File: src/rtl/pipe_ctrl.sv
// Pipeline sequencer: merges stall requests, sequences redirect/exception flushes, buffers one redirect.
// Latency: stall is combinational; flush/new_pc/new_pc_valid appear one cycle after the accepting edge.
// Backpressure: a redirect blocked by ex/mem stalls is parked; optional watchdog under PIPE_CTRL_WDOG_EN.
module pipe_ctrl #(
  parameter int FLUSH_CYCLES = 1,
  parameter int WDOG_LIMIT   = 255,
  parameter int WDOG_W       = 8
) (
  input  logic        clk,
  input  logic        rst,
  input  logic        stallreq_id,
  input  logic        stallreq_ex,
  input  logic        stallreq_mem,
  input  logic        redirect_req,
  input  logic [31:0] redirect_pc,
  input  logic        excp_req,
  input  logic [31:0] excp_pc,
  output logic [5:0]  stall,
  output logic [5:0]  flush,
  output logic        new_pc_valid,
  output logic [31:0] new_pc,
  output logic        busy,
  output logic        stall_timeout
);

  localparam int FCW = (FLUSH_CYCLES > 1) ? $clog2(FLUSH_CYCLES) : 1;
  localparam logic [FCW-1:0] FCNT_INIT = FCW'(FLUSH_CYCLES - 1);

  typedef enum logic {
    RUN   = 1'b0,
    FLUSH = 1'b1
  } state_e;

  state_e          state_q, state_d;
  logic [FCW-1:0]  cnt_q, cnt_d;
  logic            pend_v_q, pend_v_d;
  logic [31:0]     pend_pc_q, pend_pc_d;
  logic [5:0]      flush_q, flush_d;
  logic            npv_q, npv_d;
  logic [31:0]     new_pc_q, new_pc_d;

  logic [5:0]      stall_req;
  logic            redir_live;
  logic [31:0]     redir_pc;
  logic            back_stall;

  always_comb begin
    stall_req = 6'b000000;
    if (stallreq_mem)      stall_req = 6'b011111;
    else if (stallreq_ex)  stall_req = 6'b001111;
    else if (stallreq_id)  stall_req = 6'b000111;
  end

  // Stall is suppressed while reset is asserted so outputs read zero throughout reset.
  assign stall = (rst && (state_q == RUN) && !excp_req) ? stall_req : 6'b000000;

  assign redir_live = redirect_req || pend_v_q;
  assign redir_pc   = redirect_req ? redirect_pc : pend_pc_q;
  assign back_stall = stallreq_ex || stallreq_mem;

  always_comb begin
    state_d   = state_q;
    cnt_d     = cnt_q;
    pend_v_d  = pend_v_q;
    pend_pc_d = pend_pc_q;
    flush_d   = flush_q;
    npv_d     = 1'b0;
    new_pc_d  = new_pc_q;
    if (excp_req) begin
      state_d  = FLUSH;
      cnt_d    = FCNT_INIT;
      flush_d  = 6'b011110;
      npv_d    = 1'b1;
      new_pc_d = excp_pc;
      pend_v_d = 1'b0;
    end else if (state_q == FLUSH) begin
      // Redirects seen here come from squashed instructions and are dropped.
      if (cnt_q == '0) begin
        state_d = RUN;
        flush_d = 6'b000000;
      end else begin
        cnt_d = cnt_q - 1'b1;
      end
    end else if (redir_live) begin
      if (back_stall) begin
        pend_v_d  = 1'b1;
        pend_pc_d = redir_pc;
      end else begin
        state_d  = FLUSH;
        cnt_d    = FCNT_INIT;
        flush_d  = 6'b000110;
        npv_d    = 1'b1;
        new_pc_d = redir_pc;
        pend_v_d = 1'b0;
      end
    end
  end

  always_ff @(posedge clk) begin
    if (!rst) begin
      state_q   <= RUN;
      cnt_q     <= '0;
      pend_v_q  <= 1'b0;
      pend_pc_q <= 32'h0;
      flush_q   <= 6'b000000;
      npv_q     <= 1'b0;
      new_pc_q  <= 32'h0;
    end else begin
      state_q   <= state_d;
      cnt_q     <= cnt_d;
      pend_v_q  <= pend_v_d;
      pend_pc_q <= pend_pc_d;
      flush_q   <= flush_d;
      npv_q     <= npv_d;
      new_pc_q  <= new_pc_d;
    end
  end

  assign flush        = flush_q;
  assign new_pc_valid = npv_q;
  assign new_pc       = new_pc_q;
  assign busy         = (state_q == FLUSH) || pend_v_q;

`ifdef PIPE_CTRL_WDOG_EN
  localparam logic [WDOG_W-1:0] WDOG_LIM = WDOG_W'(WDOG_LIMIT);

  logic [WDOG_W-1:0] wdog_q, wdog_d;
  logic              timeout_q, timeout_d;

  always_comb begin
    wdog_d    = wdog_q;
    timeout_d = timeout_q | (wdog_q == WDOG_LIM);
    if (stall == 6'b000000)    wdog_d = '0;
    else if (wdog_q != WDOG_LIM) wdog_d = wdog_q + 1'b1;
  end

  always_ff @(posedge clk) begin
    if (!rst) begin
      wdog_q    <= '0;
      timeout_q <= 1'b0;
    end else begin
      wdog_q    <= wdog_d;
      timeout_q <= timeout_d;
    end
  end

  assign stall_timeout = timeout_q;
`else
  logic unused_wdog;
  assign unused_wdog   = ^{WDOG_LIMIT, WDOG_W};
  assign stall_timeout = 1'b0;
`endif

endmodule

File: config.mk
export PLATFORM = sky130hd
export DESIGN_NAME = pipe_ctrl
export DESIGN_NICKNAME = d
export VERILOG_FILES = /design/src/rtl/pipe_ctrl.sv
export SDC_FILE = /design/constraint.sdc
export NUM_CORES = 1
export LEC_CHECK = 0
export CORE_ASPECT_RATIO = 0.6
export CORE_MARGIN = 5
export CORE_UTILIZATION = 30
export CTS_CLUSTER_SIZE = 14
export DETAILED_ROUTE_END_ITERATION = 10
export PLACE_DENSITY = 0.58
export REMOVE_ABC_BUFFERS = 1
export SLEW_MARGIN = 20
export SYNTH_ARGS = -nofsm -noshare
export SYNTH_HDL_FRONTEND = slang
export SYNTH_SLANG_ARGS = --single-unit
File: constraint.sdc
create_clock -name clk -period 2.98 [get_ports clk]
set_input_delay 0.894 -clock clk [delete_from_list [all_inputs] [get_ports clk]]
set_output_delay 0.894 -clock clk [all_outputs]
set_load 0.02 [all_outputs]
# Word-level counts from Yosys, hierarchy flattened
# Cells that the tools add are included.
[word_totals] wordCells=60 inputBits=71 output_inout_bits=47 reg_bits=74
[classes] eq_ne=6 n_reduce_logical=16 n_bitwise=3 mux=26 addsub=1
[ops] operator="32-bit 2-to-1 mux" count=5
[ops] operator="6-bit 2-to-1 mux" count=6
[ops] operator="1-bit 2-to-1 mux" count=12
[ops] operator="3-bit AND reduction" count=3
[ops] operator="2-bit != test (second input constant)" count=4
[ops] operator="3-bit != test (second input constant)" count=2
[ops] operator="5-bit 2-to-1 mux" count=1
[ops] operator="4-bit 2-to-1 mux" count=1
[ops] operator="2-bit AND reduction" count=2
[ops] operator="4-bit AND reduction" count=1
[ops] operator="2-bit nonzero test" count=2
[ops] operator="1-bit logical OR" count=3
[ops] operator="3-bit 2-to-1 mux" count=1
[ops] operator="1-bit inverter" count=3
[ops] operator="3-bit nonzero test" count=1
[ops] operator="1-bit logical AND" count=2
[ops] operator="2-bit OR reduction" count=1
[ops] operator="1-bit logical NOT" count=1
[ops] operator="1-bit subtractor (second input constant)" count=1

# Depth between registers and ports, before layout
# Gate-level depths: netlist of run 1.
[depth] word_depth=5 depth_mapped=7 ltp_nobuf=4

# Worst setup path before layout of run 1
# No wires, ideal clock.
[synth_path] kind="input-to-output" from="in rst" to="out stall[1]" slack_ns=0.048 t_required_ns=2.086 arrival_time_ns=2.038 n_path_buf=4 path_stages=5 cell_sequence="buf_2 clkbuf_1 clkbuf_1 o211a_1 buf_4"
[synth_via] elab_chain_cells=3
[synth_rtl] item="from (decl)" line_no="10" text="input logic rst,"
[synth_rtl] item="1-bit logical AND (2 in a row)" line_no="55" text="assign stall = (rst && (state_q == RUN) && !excp_req) ? stall_req : 6'b000000;"
[synth_rtl] item="6-bit 2-to-1 mux" line_no="55"
[synth_rtl] item="to (decl)" line_no="18" text="output logic [5:0] stall,"
# Every way passes these cells.

# Final worst setup path of run 1
[layout_path] from="in stallreq_mem" to="out stall[3]"
[layout_via] elab_chain_cells=2
[layout_rtl] item="from (decl)" line_no="13" text="input logic stallreq_mem,"
[layout_rtl] item="6-bit 2-to-1 mux" line_no="49" text="if (stallreq_mem) stall_req = 6'b011111;"
[layout_rtl] item="6-bit 2-to-1 mux" line_no="55"
# Every way passes these cells.

==> results of run 1 <==
[synth_stat cells (3+ instances only)]
cell	instances	area [µm²]
a211oi_1	3	22.5
nor2b_1	33	206
buf_4	13	97.6
o21ai_1	4	20.0
clkbuf_1	9	33.8
buf_2	12	60.1
nand2_1	48	180
mux2i_1	35	350
nor2_1	5	18.8
mux2_2	10	113
dfxtp_1	68	1360
o21ai_2	25	219
o21ai_0	4	20.0
a22oi_2	17	213
buf_6	4	45.0
a32oi_1	10	87.6
o211a_1	21	210
[metrics by stage]
step / cells / hold slack [ns] / area [µm²]
global placement: 573 / 0.437 / 4600
finish: 588 / 0.455 / 4870
detailed placement: 573 / 0.447 / 4600
CTS: 588 / 0.454 / 4890
global route: 588 / 0.469 / 4870
floorplan: 305 / 0.472 / 3190
[cells by family after synthesis]
family / synth area share [%]
AND/OR/NAND/NOR: 14.5
flip-flops: 39.9
multiplexers: 13.6
other: 0.110
buffers and inverters: 7.04
AO/OA/AOI/OAI: 24.9
[power by group through the flow]
stage	Sequential [µW]	Clock, µW	Combinational, µW
2_1_floorplan	1050	0	181
3_3_place_gp	1010	0	468
3_5_place_dp	1020	0	472
4_1_cts	997	1060	474
5_1_grt	1000	1100	503
6_report	997	1020	468
[repair_timing]
item,CTS,global route
pin swaps,0,0
setup endpoints to repair,5,4
resized for setup,11,4
hold buffers,0,0
[area by class of cell]
cell class                 instances  area (µm²)
clock buffer                      14         284
clock inverter                     1        5.00
fill                            1064        6350
inverter                           1        3.75
multi-input combinational        236        1820
sequential                        68        1360
tap                              144         180
timing repair buffer             124        1210
[tightest hold or removal path, cell delays in order, from the launching register on]
cell and delay (ns):
dfxtp_1 0.30, nand2_1 0.06, o21ai_2 0.04
[path summary, 6_finish.rpt]
check	slack, ns	endpoint	cells after the start	startpoint
max	0.04	stall[3]	4	stallreq_mem
min	0.45	new_pc[30]$_SDFFE_PN0P_	2	new_pc[30]$_SDFFE_PN0P_
max reg2reg	1.34	pend_pc_q[4]$_SDFFE_PN0P_	5	new_pc_valid$_SDFF_PN0_
min reg2reg	0.45	new_pc[30]$_SDFFE_PN0P_	2	new_pc[30]$_SDFFE_PN0P_
[routing by layer]
metal	wire length, µm	global-route usage, %	part of all wire (%)	vias to the layer above
met2	3760	20.1	41	81
met5	13	0	0.14	-
met1	4590	17.3	49	1307
met4	36	3.72	0.39	2
met3	875	7.19	9.4	7
li1	-	-	-	1398
[sequential cells by signal (all words and copies together), names as in the netlist]
register / flops
new_pc_valid: 1
pend_v_q: 1
pend_pc_q: 32
new_pc: 32
flush: 2
==> results by group, run 1 <==
Status
  – Outcome: finished, final reports clean

Setup path
  – CP max stage cell: clkdlybuf4s50_1
  – Worst Path Required: 2.09 ns
  – Worst-path fanout max: 4
  – Data arrival, critical path: 2.04 ns
  – Slowest stage delay, CP: 0.41 ns
  – Crit-path cells: clkdlybuf4s50_1 -> or2_1 -> and3_1 -> clkdlybuf4s15_1
  – Buf/Inv on CP: 2
  – Setup CP Type: input port to output port
  – Cell family with most CP delay: buffers and inverters
  – Crit path capture type: output port
  – CP Launch Type: input port

Timing
  – Final setup fails: 0
  – Clk_skew: 0.00347 ns
  – Post-route setup slack: 0.0414 ns
  – Final count of hold timing violations: 0
  – Slew headroom: 39.7%
  – RSZ-0062 raised after global routing: false
  – Setup_tns: 0 ns
  – Worst-Margin Slew: 0.905 ns
  – Post-route minimum period: 2.94 ns
  – Pins Over Slew Limit: 0
  – Final worst path period share: 98.6%
  – FMAX: 0.340 GHz

Pwr
  – Total power: 2480 µW
  – Cell leakage power: 0.00208 µW
  – Seq pwr share: 40.2%
  – Internal: 1860 µW
  – Combinational share of power: 18.9%
  – Switching Share: 25.1%
  – Clk pwr share: 40.9%
  – Power per cell area: 509 mW/mm²
  – Max IR drop VDD: 0.285 mV
  – Sw Pwr: 622 µW

Synthesis
  – Seq/Total Area, Yosys: 39.9%
  – Post-synthesis sequential element count: 68
  – Post-synth EDFFs: 0
  – Netlist Area Pre-Place: 0.00341 mm²
  – Avg Inst Size Synth: 10.0 µm²
  – Most used DFF post-synth: dfxtp_1
  – Syn Inst Count: 340
  – FFs w/ async S/R, synth: 0%
  – Synth unique cells: 32
  – Warnings from Yosys: 0

Die
  – Core Area: 0.0112 mm²
  – Die Ht: 92.6 µm
  – Die area: 0.0137 mm²
  – Starting Density: 30.4%
  – Die Width: 148 µm
  – Num ports: 118
  – Std cell rows: 30

Global routing
  – GR Util All Layers: 13.6%
  – Vias in the first global route: 2797
  – Antenna violations before repair: 1
  – Pin count of the biggest net entering global routing: 98
  – GR Overflow Total: 0
  – First-pass GRT wire length: 14700 µm

Layout
  – Commonest non-fill, non-tap cell in the layout: clkdlybuf4s50_1
  – Most frequent cells in the layout: 106 x clkdlybuf4s50_1, 68 x dfxtp_1, 48 x nand2_1
  – NumNets Final: 511
  – Antenna diodes: 0
  – Syn-to-layout area delta: 42.7%
  – Layout cell share with drive strength beyond 1: 20.0%
  – Final Core Density: 43.4%

Routing
  – Vias/cell: 4.75
  – DRT antenna net count: 0
  – DR pass1 iterations: 4
  – Vias post-DR: 2795
  – Residual DRC: 0
  – Avg WL per Cell: 15.8 µm
  – DRT Wirelength: 9270 µm
  – Initial drt markers: 122

Place
  – Routability cong.: 0.757
  – Dpl ws: -0.281 ns
  – Port bufs: 113
  – Hpwl dp: 6370 µm

Flow run
  – Maximum capacitance violations: 0

Worst hold path
  – HP Class: register to register

CTS
  – CTS tree: built
  – Maximum clock path buffer count: 2
  – Setup repair bufs after CTS: 0
  – Later-pin clock latency in the skew report: 0.32 ns
  – H-Tree Level Count: 3
  – Cts bufs inserted: 9
  – Reg clk slew, reported paths: 0.05 ns
  – CTS root buf: clkbuf_16
  – Clk sinks: 68
No activity file was read; power rests on OpenSTA's default activity.
==> inputs of run 2 (changes only) <==
--- a/config.mk
+++ b/config.mk
@@ -6,7 +6,6 @@
 export NUM_CORES = 1
 export LEC_CHECK = 0
 export CORE_ASPECT_RATIO = 0.6
-export CORE_MARGIN = 5
 export CORE_UTILIZATION = 30
 export CTS_CLUSTER_SIZE = 14
 export DETAILED_ROUTE_END_ITERATION = 10
==> results by group, run 2 (synthesis results as in run 1) <==
Timing
  – Final count of hold timing violations: 0 (unchanged)
  – Slew headroom: 41.9% (+2.2 points)
  – Worst hold slack: 0.453 ns (-0.00145 ns)
  – Post-route minimum period: 2.92 ns (-0.0236 ns)
  – FMAX: 0.343 GHz (+0.81%)
  – Clk_skew: 0.00860 ns (+0.00513 ns)
  – RSZ-0062 raised after global routing: false
  – Final worst path period share: 97.8% (-0.79 points)
  – Final setup fails: 0 (unchanged)
  – Post-route setup slack: 0.0650 ns (+0.0236 ns)
  – Pins Over Slew Limit: 0 (unchanged)
  – Worst-Margin Slew: 0.871 ns (-0.0336 ns)

Die
  – Num ports: 118 (unchanged)
  – Die area: 0.0118 mm² (-14%)
  – Std cell rows: 29 (-3.3%)
  – Starting Density: 31.6% (+1.2 points)
  – Die Ht: 84.6 µm (-8.6%)
  – Die Width: 140 µm (-5.4%)
  – Core Area: 0.0108 mm² (-3.7%)

Pwr
  – Power per cell area: 499 mW/mm² (-2.1%)
  – Total power: 2420 µW (-2.7%)
  – Switching Share: 26.7% (+1.6 points)
  – Max IR drop VDD: 0.283 mV (-0.87%)
  – Cell leakage power: 0.00207 µW (-0.41%)
  – Clk pwr share: 39.2% (-1.7 points)
  – Seq pwr share: 41.3% (+1.1 points)
  – Sw Pwr: 645 µW (+3.6%)
  – Internal: 1770 µW (-4.8%)
  – Combinational share of power: 19.5% (+0.6 points)

CTS
  – Clk sinks: 68 (unchanged)
  – H-Tree Level Count: 3 (unchanged)
  – Cts bufs inserted: 9 (unchanged)
  – Maximum clock path buffer count: 2 (unchanged)
  – CTS tree: built
  – CTS root buf: clkbuf_16
  – Post-CTS Hold Buffers: 0 (unchanged)
  – Later-pin clock latency in the skew report: 0.33 ns (about the same)
  – Reg clk slew, reported paths: 0.05 ns (about the same)

Place
  – Routability cong.: 0.755 (-0.25%)
  – Port bufs: 113 (unchanged)
  – Area post-placement: 0.00460 mm² (+0.14%)
  – Hpwl dp: 6050 µm (-5.0%)
  – Dpl ws: -0.268 ns (+0.0134 ns)

Global routing
  – GR Overflow Total: 0 (unchanged)
  – Antenna violations before repair: 0 (-1)
  – First-pass GRT wire length: 14500 µm (-1.5%)
  – GR Util All Layers: 15.8% (+2.2 points)
  – Vias in the first global route: 2699 (-3.5%)
  – Pin count of the biggest net entering global routing: 95 (-3.1%)

Layout
  – Syn-to-layout area delta: 41.9%
  – Fin area: 0.00484 mm² (-0.54%)
  – Final Core Density: 44.8% (+1.4 points)
  – Most frequent cells in the layout: 106 x clkdlybuf4s50_1, 68 x dfxtp_1, 48 x nand2_1
  – NumNets Final: 511 (unchanged)
  – Layout cell share with drive strength beyond 1: 20.2% (+0.18 points)
  – Antenna diodes: 0 (unchanged)
  – Commonest non-fill, non-tap cell in the layout: clkdlybuf4s50_1

Routing
  – Initial drt markers: 146 (+20%)
  – Vias post-DR: 2779 (-0.57%)
  – DRT antenna net count: 0 (unchanged)
  – Avg WL per Cell: 15.4 µm (-2.0%)
  – DRT Wirelength: 9020 µm (-2.7%)
  – DR pass1 iterations: 4 (unchanged)
  – Residual DRC: 0 (unchanged)
  – Vias/cell: 4.76 (+0.11%)

Setup path
  – Crit path capture type: output port
  – CP Launch Type: input port
  – Worst-path fanout max: 4 (unchanged)
  – Setup CP Type: input port to output port
  – Data arrival, critical path: 2.02 ns (-0.02 ns)
  – Worst Path Required: 2.09 ns (about the same)

Worst hold path
  – HP Class: register to register

Flow run
  – Maximum capacitance violations: 0 (unchanged)

Status
  – Outcome: finished, final reports clean
[run 2: cell types whose count changed in the layout (fill, tap and decap cells not counted)]
cell | before | now
clkinv_2 | 1 | 4
buf_4 | 9 | 8
buf_12 | 2 | 3
clkbuf_1 | 1 | 2
clkinv_4 | 0 | 1
clkbuf_8 | 4 | 0
clkbuf_2 | 0 | 1
clkdlybuf4s15_1 | 1 | 0
[run 2: power by group through the flow]
stage,clock network [µW],logic [µW],registers [µW]
2_1_floorplan,0,181,1050
3_3_place_gp,0,471,1010
3_5_place_dp,0,475,1020
4_1_cts,980,476,998
5_1_grt,1020,507,1000
6_report,947,471,998
[run 2: final cells by class]
type,instances,area [µm²]
clock buffers,11,233
clock inverters,5,28.8
fillers,1032,5970
inverters,1,3.75
multi-input cells,236,1820
flip-flops and latches,68,1360
well taps,139,174
repair buffers,124,1220
[run 2: worst max-delay path, cell delays in order]
cell and delay (ns):
clkdlybuf4s50_1 0.45, nor2_2 0.19, and3_1 0.17, dlygate4sd2_1 0.32
[run 2: final timing paths]
path                                 from                   endpoint  slack (ns)  cells after the start
setup / recovery                 excp_req                   stall[4]        0.06                      4
hold / removal    new_pc[13]$_SDFFE_PN0P_    new_pc[13]$_SDFFE_PN0P_        0.45                      2
setup reg to reg  new_pc_valid$_SDFF_PN0_  pend_pc_q[4]$_SDFFE_PN0P_        1.34                      5
hold reg to reg   new_pc[13]$_SDFFE_PN0P_    new_pc[13]$_SDFFE_PN0P_        0.45                      2
[run 2: through the flow]
stage	TNS, ns	cells
2_1_floorplan	0	305
3_3_place_gp	-1.10	568
3_5_place_dp	-1.23	568
4_1_cts	0	584
5_1_grt	0	584
6_report	0	584
[run 2: layer usage]
layer	GRT usage [%]	share of wire [%]	up-vias
met1	22.1	51	1269
li1	-	-	1402
met5	0	0	-
met3	6.62	9.4	9
met4	4.80	0.92	0
met2	21.7	39	99
[run 2: repair_timing]
action / 4_1_cts / 5_1_grt
setup buffers: 0 / 0
endpoints found under the hold margin: 0 / 0
pin swaps: 0 / 1
endpoints found under the setup margin: 5 / 4
gates resized for setup: 11 / 5
